**src/rtl/fifo_rd_unpacker_buf.sv**
```systemverilog
// fifo_rd_unpacker_buf: two-entry word buffer that keeps words in FIFO order.
//   clk, srst       clock and synchronous active-high reset
//   push, push_data store a word (the caller never pushes into a full buffer)
//   pop             retire the head word (the caller never pops an empty buffer)
//   head            oldest stored word
//   count           number of stored words, 0..2
module fifo_rd_unpacker_buf #(
  parameter int W = 32
) (
  input  logic         clk,
  input  logic         srst,
  input  logic         push,
  input  logic [W-1:0] push_data,
  input  logic         pop,
  output logic [W-1:0] head,
  output logic [1:0]   count
);

  logic [W-1:0] mem [2];
  logic         wptr;
  logic         rptr;

  // Push and pop in the same cycle move both pointers and leave count
  // unchanged. Entries stay distinct because a push only happens when
  // credit allows it.
  always_ff @(posedge clk) begin
    if (srst) begin
      mem[0] <= '0;
      mem[1] <= '0;
      wptr   <= 1'b0;
      rptr   <= 1'b0;
      count  <= '0;
    end else begin
      if (push) begin
        mem[wptr] <= push_data;
        wptr      <= ~wptr;
      end
      if (pop) rptr <= ~rptr;
      count <= count + 2'(push) - 2'(pop);
    end
  end

  assign head = mem[rptr];

endmodule

```
**src/rtl/fifo_rd_unpacker.sv**
```systemverilog
// fifo_rd_unpacker: reads IN_WIDTH words from an upstream FIFO and emits each
// word as RATIO = IN_WIDTH/OUT_WIDTH lanes, least-significant lane first.
//   clk, srst    clock and synchronous active-high reset
//   fifo_ren     read enable to the upstream FIFO
//   fifo_rdata   read data, valid the cycle after fifo_ren
//   fifo_rempty  upstream empty flag
//   m_valid/m_ready/m_data/m_last  output lane stream; m_last marks a word's final lane
module fifo_rd_unpacker #(
  parameter int IN_WIDTH  = 32,
  parameter int OUT_WIDTH = 8
) (
  input  logic                 clk,
  input  logic                 srst,
  output logic                 fifo_ren,
  input  logic [IN_WIDTH-1:0]  fifo_rdata,
  input  logic                 fifo_rempty,
  output logic                 m_valid,
  input  logic                 m_ready,
  output logic [OUT_WIDTH-1:0] m_data,
  output logic                 m_last
);

  localparam int RATIO = IN_WIDTH / OUT_WIDTH;
  localparam int IDX_W = (RATIO > 1) ? $clog2(RATIO) : 1;

  generate
    if ((OUT_WIDTH > IN_WIDTH) || ((IN_WIDTH % OUT_WIDTH) != 0)) begin : g_bad_ratio
      $error("fifo_rd_unpacker: IN_WIDTH must be an integer multiple of OUT_WIDTH");
    end
  endgenerate

  logic                rd_pend;   // read issued last cycle; data is on fifo_rdata now
  logic [IDX_W-1:0]    lane_idx;
  logic [IN_WIDTH-1:0] head_word;
  logic [1:0]          count;
  logic [1:0]          credit;
  logic                lane_last;
  logic                xfer;
  logic                pop;

  fifo_rd_unpacker_buf #(.W(IN_WIDTH)) u_buf (
    .clk       (clk),
    .srst      (srst),
    .push      (rd_pend),
    .push_data (fifo_rdata),
    .pop       (pop),
    .head      (head_word),
    .count     (count)
  );

  // Outputs are gated with srst so they read zero during the reset cycle
  // itself, before the registered state has cleared.
  assign m_valid   = !srst && (count != 2'd0);
  assign lane_last = (lane_idx == IDX_W'(RATIO - 1));
  assign xfer      = m_valid && m_ready;
  assign pop       = xfer && lane_last;
  assign m_last    = m_valid && lane_last;
  assign m_data    = m_valid ? head_word[int'(lane_idx)*OUT_WIDTH +: OUT_WIDTH] : '0;

  // Credit counts stored words plus the read in flight. Crediting the pop
  // of this cycle lets a new read start as a word retires, so the buffer
  // never runs dry with m_ready held high.
  assign credit   = count + 2'(rd_pend);
  assign fifo_ren = !srst && !fifo_rempty && ((credit - 2'(pop)) < 2'd2);

  always_ff @(posedge clk) begin
    if (srst) begin
      rd_pend  <= 1'b0;
      lane_idx <= '0;
    end else begin
      rd_pend <= fifo_ren;
      if (xfer) lane_idx <= lane_last ? '0 : lane_idx + 1'b1;
    end
  end

endmodule

```
**config.mk**
```make
export PLATFORM = sky130hd
export DESIGN_NAME = fifo_rd_unpacker
export DESIGN_NICKNAME = d
export VERILOG_FILES = /design/src/rtl/fifo_rd_unpacker_buf.sv /design/src/rtl/fifo_rd_unpacker.sv
export SDC_FILE = /design/constraint.sdc
export NUM_CORES = 1
export LEC_CHECK = 0
export CAP_MARGIN = 20
export CORE_MARGIN = 2
export CORE_UTILIZATION = 30
export DETAILED_ROUTE_END_ITERATION = 6
export GPL_TIMING_DRIVEN = 1
export SYNTH_ARGS = -nofsm -noshare
export SYNTH_HDL_FRONTEND = slang
export SYNTH_SLANG_ARGS = --single-unit
```
**constraint.sdc**
```tcl
create_clock -name clk -period 2.6 [get_ports clk]
set_input_delay 0.52 -clock clk [delete_from_list [all_inputs] [get_ports clk]]
set_output_delay 0.52 -clock clk [all_outputs]
set_load 0.05 [all_outputs]
```
==> results of run 1 <==
[state kept, by name (all words and copies together) (netlist names), named ones only]
signal and cells:
lane_idx 2, u_buf.rptr 1, u_buf.count 2, u_buf.wptr 1, u_buf.mem 64, rd_pend 1
[worst max-delay path, delay by kind of cell (launching register included)]
family,cells,cell delay (ns)
buffers and inverters,2,0.19
flip-flops,1,0.33
AND/OR/NAND/NOR,2,0.31
adder cells (fa/ha/maj),2,0.40
AO/OA/AOI/OAI,1,0.21
XOR/XNOR,2,0.29
[worst max path at each step]
stage,end,slack [ns],depth (start not counted)
after floorplan,fifo_ren,-0.05,9
after global placement,fifo_ren,-0.33,10
after detailed placement,fifo_ren,-0.35,10
after CTS,fifo_ren,-0.03,9
after global routing,fifo_ren,-0.1,9
final,fifo_ren,-0.0001,9
[cells by family (layout without fill, tap and decap cells)]
| kind of cell | count (synthesis) | in the layout | share of synthesized area [%] |
|---|---|---|---|
| and+or+nand+nor | 89 | 89 | 16.9 |
| DFF | 72 | 72 | 62.9 |
| muxes | 34 | 34 | 10.3 |
| AOI/OAI and AO/OA | 22 | 22 | 5.02 |
| buffers and inverters | 19 | 82 | 3.02 |
| adders and majority gates | 3 | 3 | 1.13 |
| xor gates and xnor gates | 3 | 3 | 0.793 |
[final cells by class]
type,instances,area share (%)
Sequential cell,72,47.9
Multi-Input combinational cell,151,27.6
Timing Repair Buffer,63,16.3
Tap cell,140,4.01
Clock buffer,9,2.84
Clock inverter,7,1.09
Inverter,3,0.258
[metrics by stage]
stage	util, %	total power, uW
floorplan	-	1510
global placement	38.4	1650
detailed placement	38.4	1660
CTS	40.4	2420
global route	40.4	2490
finish	40.4	2390
[placed cells by master, fill, tap and decap left out, drive strengths merged]
cell type,synthesis,layout
o21ba,1,1
a31o,1,1
edfxtp,64,64
a22oi,16,16
nand2b,2,2
inv,3,4
a21o,1,1
clkdlybuf4s15,0,1
dfxtp,8,8
buf,7,28
nor2,3,3
clkbuf,9,9
and3,9,9
clkdlybuf4s50,0,33
nor3,2,2
nor3b,2,2
clkinv,0,4
xnor2,3,3
a32o,1,1
ha,3,3
clkinvlp,0,2
a21oi,2,2
dlygate4sd2,0,1
nor2b,4,4
or2,1,1
and2,66,66
mux2i,34,34
[repair_timing]
item                                    CTS  global route
endpoints found under the setup margin    1             1
resized for setup                        10             0
pin swaps                                 3             0
setup buffers                             4             0
hold buffers                              0             0
[report_power, final]
group	switching [uW]	leakage (uW)	internal (uW)	total (uW)
combinational	139	0.000743	145	284
clock	417	0.0000854	345	762
sequential	20.7	0.000738	1330	1350
total	576	0.00157	1820	2390
[routing by layer]
| layer | wire length [um] | part of all wire (%) |
|---|---|---|
| met1 | 2980 | 45 |
| met2 | 3190 | 48 |
| met3 | 414 | 6.3 |
| met4 | 39 | 0.59 |
| met5 | 0 | 0 |
==> results_dict.tcl, run 1 <==
set metrics [dict create \
    status "finished with violations" \
    violations "setup timing" \
    wire_per_inst_um 14.9 \
    met2_usage_pct 19.9 \
    multi_input_area_sq_um 1200 \
    htreeDepth 3 \
    async_flop_share_pct 0 \
    use_met3_pct 4.36 \
    grt_antenna_before_repair 0 \
    vias 2041 \
    crit_start "u_buf.count[1]" \
    drv_cap 0 \
    worstSetupPathType "flop to output pin" \
    dr.pass1.iters 4 \
    cts_buffer_depth 2 \
    whs_endpoint "u_buf.rptr" \
    p_per_area_nw_per_um2 549 \
    path_clk_slew_ns 0.07 \
    start_util_pct 30.7 \
    worstHoldPathType "flop to flop" \
    seq_area_sq_um 2090 \
    num_io_pins 47 \
    fin_worst_skew_ns 0.00654 \
    r2r_start "u_buf.count[1]" \
    critPathSlowestCell "dfxtp_2" \
    ys.flop_type "edfxtp_1" \
    relSlewSlack_pct 46.1 \
    cts_buffers 9 \
    worstPathCellList "o21ba_4, and3_4, ha_4, inv_2, ha_4, xnor2_2, xnor2_2, nor3_4, buf_12" \
    grt_pass1_vias 2109 \
    grt_pass1_wl_um 10600 \
    fin_ws_ns -0.000128 \
    drtIter0Drc 110 \
    synth_top_area_share_pct 58.0 \
    ir_worst_vdd_mv 0.269 \
    setup-violations-final 1 \
    period_share_pct 100 \
    yosysTopAreaCell "edfxtp_1" \
    crit_path_max_incr_delay_ns 0.33 \
    final_nets 339 \
    cp.arrival_ns 2.08 \
    grt_usage_pct 12.2 \
    area_delta_synth_final_pct 31.8 \
    num-fill-cells 1034 \
    port_buffers 46 \
    ys_seq_area_share_pct 62.9 \
    netlist_instances 242 \
    endpoint_kind "output pin" \
    dieHeight_um 109 \
    max_freq_ghz 0.385 \
    critPathMaxFanout 2 \
    synth.area.top_cells "edfxtp_1, and2_1, mux2i_1" \
    power.leakage_uw 0.00157 \
    rr_endpoint "u_buf.count[1]" \
    ys_ff_latch 72 \
    dieArea_sq_um 11900 \
    hold_slack_ns 0.473 \
    wl_um 6620 \
    die_x_um 109 \
    yosysWarnings 0 \
    fp.coreArea_sq_um 10800 \
    syn_nets 281 \
    overflow 0 \
    grt_setup_unrepaired "true" \
    use_met1_pct 15.7 \
    placed_area_sq_um 4140 \
    hold-path-cell-count 1 \
    rows 38 \
    cts_tree "yes" \
    yosysMostFrequentCell "and2_1" \
    clk_latency_ns 0.34 \
    busiest_layer "met2" \
    antenna_left 0 \
    setup_tns_ns -0.000128 \
    dp_slack_ns -0.347 \
    r2r_slack_ns 0.70 \
    min_from "u_buf.rptr" \
    hold_violations 0 \
    design_area_sq_um 4360 \
    place_hpwl_um 4250 \
    diodes 0 \
    worst_slew_pin_slew_ns 0.808 \
    drc 0 \
    placed_cells 425 \
    finalCriticalPeriod_ns 2.60 \
    drv_slew 0 \
    synth_area_sq_um 3310 \
    crit_required_ns 2.08 \
    viasPerCell 4.59 \
    ys_types 26 \
    grt_max_degree 33 \
    synth_edf_count 64 \
    syn_avg_cell_area_sq_um 13.7 \
    r2r_cells 10 \
    gp_congestion 0.673 \
    drive_gt1_share_pct 20.0 \
    cts_root_buf "clkbuf_8" \
    fin_cells 445 \
    yosys-top-cells-count "and2_1, edfxtp_1, mux2i_1" \
    cts.sink_count 72 \
    critPathLaunchType "flop" \
]
Power figures use the tool's default switching activity.
==> run 2, diff against run 1 <==
Settings changed: MAX_ROUTING_LAYER set to met4.
==> results_dict.tcl, run 2 (synthesized netlist as in run 1, its figures left out) <==
set metrics [dict create \
    r2r_start "u_buf.count[1]" \
    final_nets 339 \
    placed_area_sq_um 4140 \
    grt_pass1_vias 2107 \
    fp.coreArea_sq_um 10800 \
    setup_tns_ns 0 \
    htreeDepth 3 \
    place_hpwl_um 4250 \
    num-fill-cells 1034 \
    p_per_area_nw_per_um2 549 \
    cts.sink_count 72 \
    cts_buffer_depth 2 \
    r2r_cells 10 \
    largest_reg_flops 64 \
    overflow 0 \
    critPathLaunchType "flop" \
    dieArea_sq_um 11900 \
    drc 0 \
    cp-endpoint "fifo_ren" \
    path_clk_slew_ns 0.07 \
    dieHeight_um 109 \
    endpoint_kind "output pin" \
    period_share_pct 99.8 \
    area_delta_synth_final_pct 31.8 \
    grt_pass1_wl_um 10600 \
    clk_latency_ns 0.34 \
    rows 38 \
    cp.arrival_ns 2.07 \
    setup-violations-final 0 \
    drv_slew 0 \
    num_io_pins 47 \
    hold_violations 0 \
    worstSetupPathType "flop to output pin" \
    antenna_left 0 \
    r2r_slack_ns 0.70 \
    largest_register "u_buf.mem" \
    gp_congestion 0.679 \
    wire_per_inst_um 14.9 \
    drv_cap 0 \
    worst_slew_pin_slew_ns 0.820 \
    cts_root_buf "clkbuf_8" \
    start_util_pct 30.7 \
    cts_tree "yes" \
    crit_required_ns 2.08 \
    final_cell_mix "and2_1, edfxtp_1, mux2i_1, clkdlybuf4s50_1" \
    diodes 0 \
    wl_um 6640 \
    grt_max_degree 33 \
    port_buffers 46 \
    cts_buffers 9 \
    grt_setup_unrepaired "true" \
    viasPerCell 4.55 \
    max_freq_ghz 0.385 \
    relSlewSlack_pct 45.4 \
    final_common_cell "and2_1" \
    drtIter0Drc 113 \
    final_core_util_pct 40.4 \
    grt_usage_pct 12.7 \
    reg_top3 "u_buf.mem (64), lane_idx (2), u_buf.count (2)" \
    worstHoldPathType "flop to flop" \
    design_area_sq_um 4360 \
    drive_gt1_share_pct 20.0 \
    crit_start "u_buf.count[1]" \
    critPathMaxFanout 2 \
    status "completed" \
    die_x_um 109 \
    rr_endpoint "u_buf.count[1]" \
    fin_worst_skew_ns 0.00570 \
    ir_worst_vdd_mv 0.272 \
    finalCriticalPeriod_ns 2.59 \
    grt_antenna_before_repair 0 \
    power.leakage_uw 0.00157 \
    dr.pass1.iters 4 \
    vias 2023 \
]
-- run 2: worst min path at each step --
stage / startpoint / end / depth (start not counted)
2_1_floorplan: u_buf.rptr / flop / 1
5_1_grt: u_buf.rptr / u_buf.rptr / 1
3_3_place_gp: u_buf.rptr / u_buf.rptr / 1
6_report: u_buf.rptr / u_buf.rptr / 1
4_1_cts: u_buf.rptr / u_buf.rptr / 1
3_5_place_dp: u_buf.rptr / flop / 1
-- run 2: area by class of cell --
| class | count | area (sq um) | share of cell area [%] |
|---|---|---|---|
| inverter | 3 | 11.3 | 0.258 |
| clock buffer | 9 | 124 | 2.84 |
| timing repair buffer | 63 | 709 | 16.3 |
| tap | 140 | 175 | 4.01 |
| sequential | 72 | 2090 | 47.9 |
| clock inverter | 7 | 47.5 | 1.09 |
| multi-input combinational | 151 | 1200 | 27.6 |
-- run 2: timing repair --
| action | 4_1_cts | 5_1_grt |
|---|---|---|
| hold endpoints to repair | 0 | 0 |
| gates resized for setup | 10 | 0 |
| hold buffers | 0 | 0 |
| endpoints found under the setup margin | 1 | 1 |
| pin swaps | 3 | 0 |
| buffers inserted | 4 | 0 |
-- run 2: metrics by stage --
step | total power, uW | setup WS (ns) | instances | hold slack, ns
2_1_floorplan | 1510 | -0.0511 | 242 | 0.438
3_3_place_gp | 1650 | -0.329 | 425 | 0.452
3_5_place_dp | 1660 | -0.347 | 425 | 0.457
4_1_cts | 2420 | -0.0273 | 445 | 0.474
5_1_grt | 2500 | -0.101 | 445 | 0.501
6_report | 2400 | 0.00551 | 445 | 0.469
-- run 2: power breakdown --
group          switching, uW  leakage (uW)  internal (uW)
logic                    140      0.000743            145
registers               20.8      0.000738           1330
clock network            418     0.0000854            345
total                    578       0.00157           1820
-- run 2: per-layer routing --
| metal | vias to the layer above | wire length, um | GRT usage, % |
|---|---|---|---|
| li1 | 985 | - | - |
| met1 | 977 | 3030 | 15.9 |
| met2 | 59 | 3150 | 19.9 |
| met3 | 2 | 434 | 4.48 |
| met4 | 0 | 19 | 2.47 |
| met5 | - | 0 | - |
-- run 2: worst max-delay path, stage by stage, from the launching register on --
cell,delay (ns)
dfxtp_2,0.33
o21ba_4,0.21
and3_4,0.15
ha_4,0.25
inv_2,0.03
ha_4,0.15
xnor2_2,0.13
xnor2_2,0.16
nor3_4,0.16
buf_12,0.16
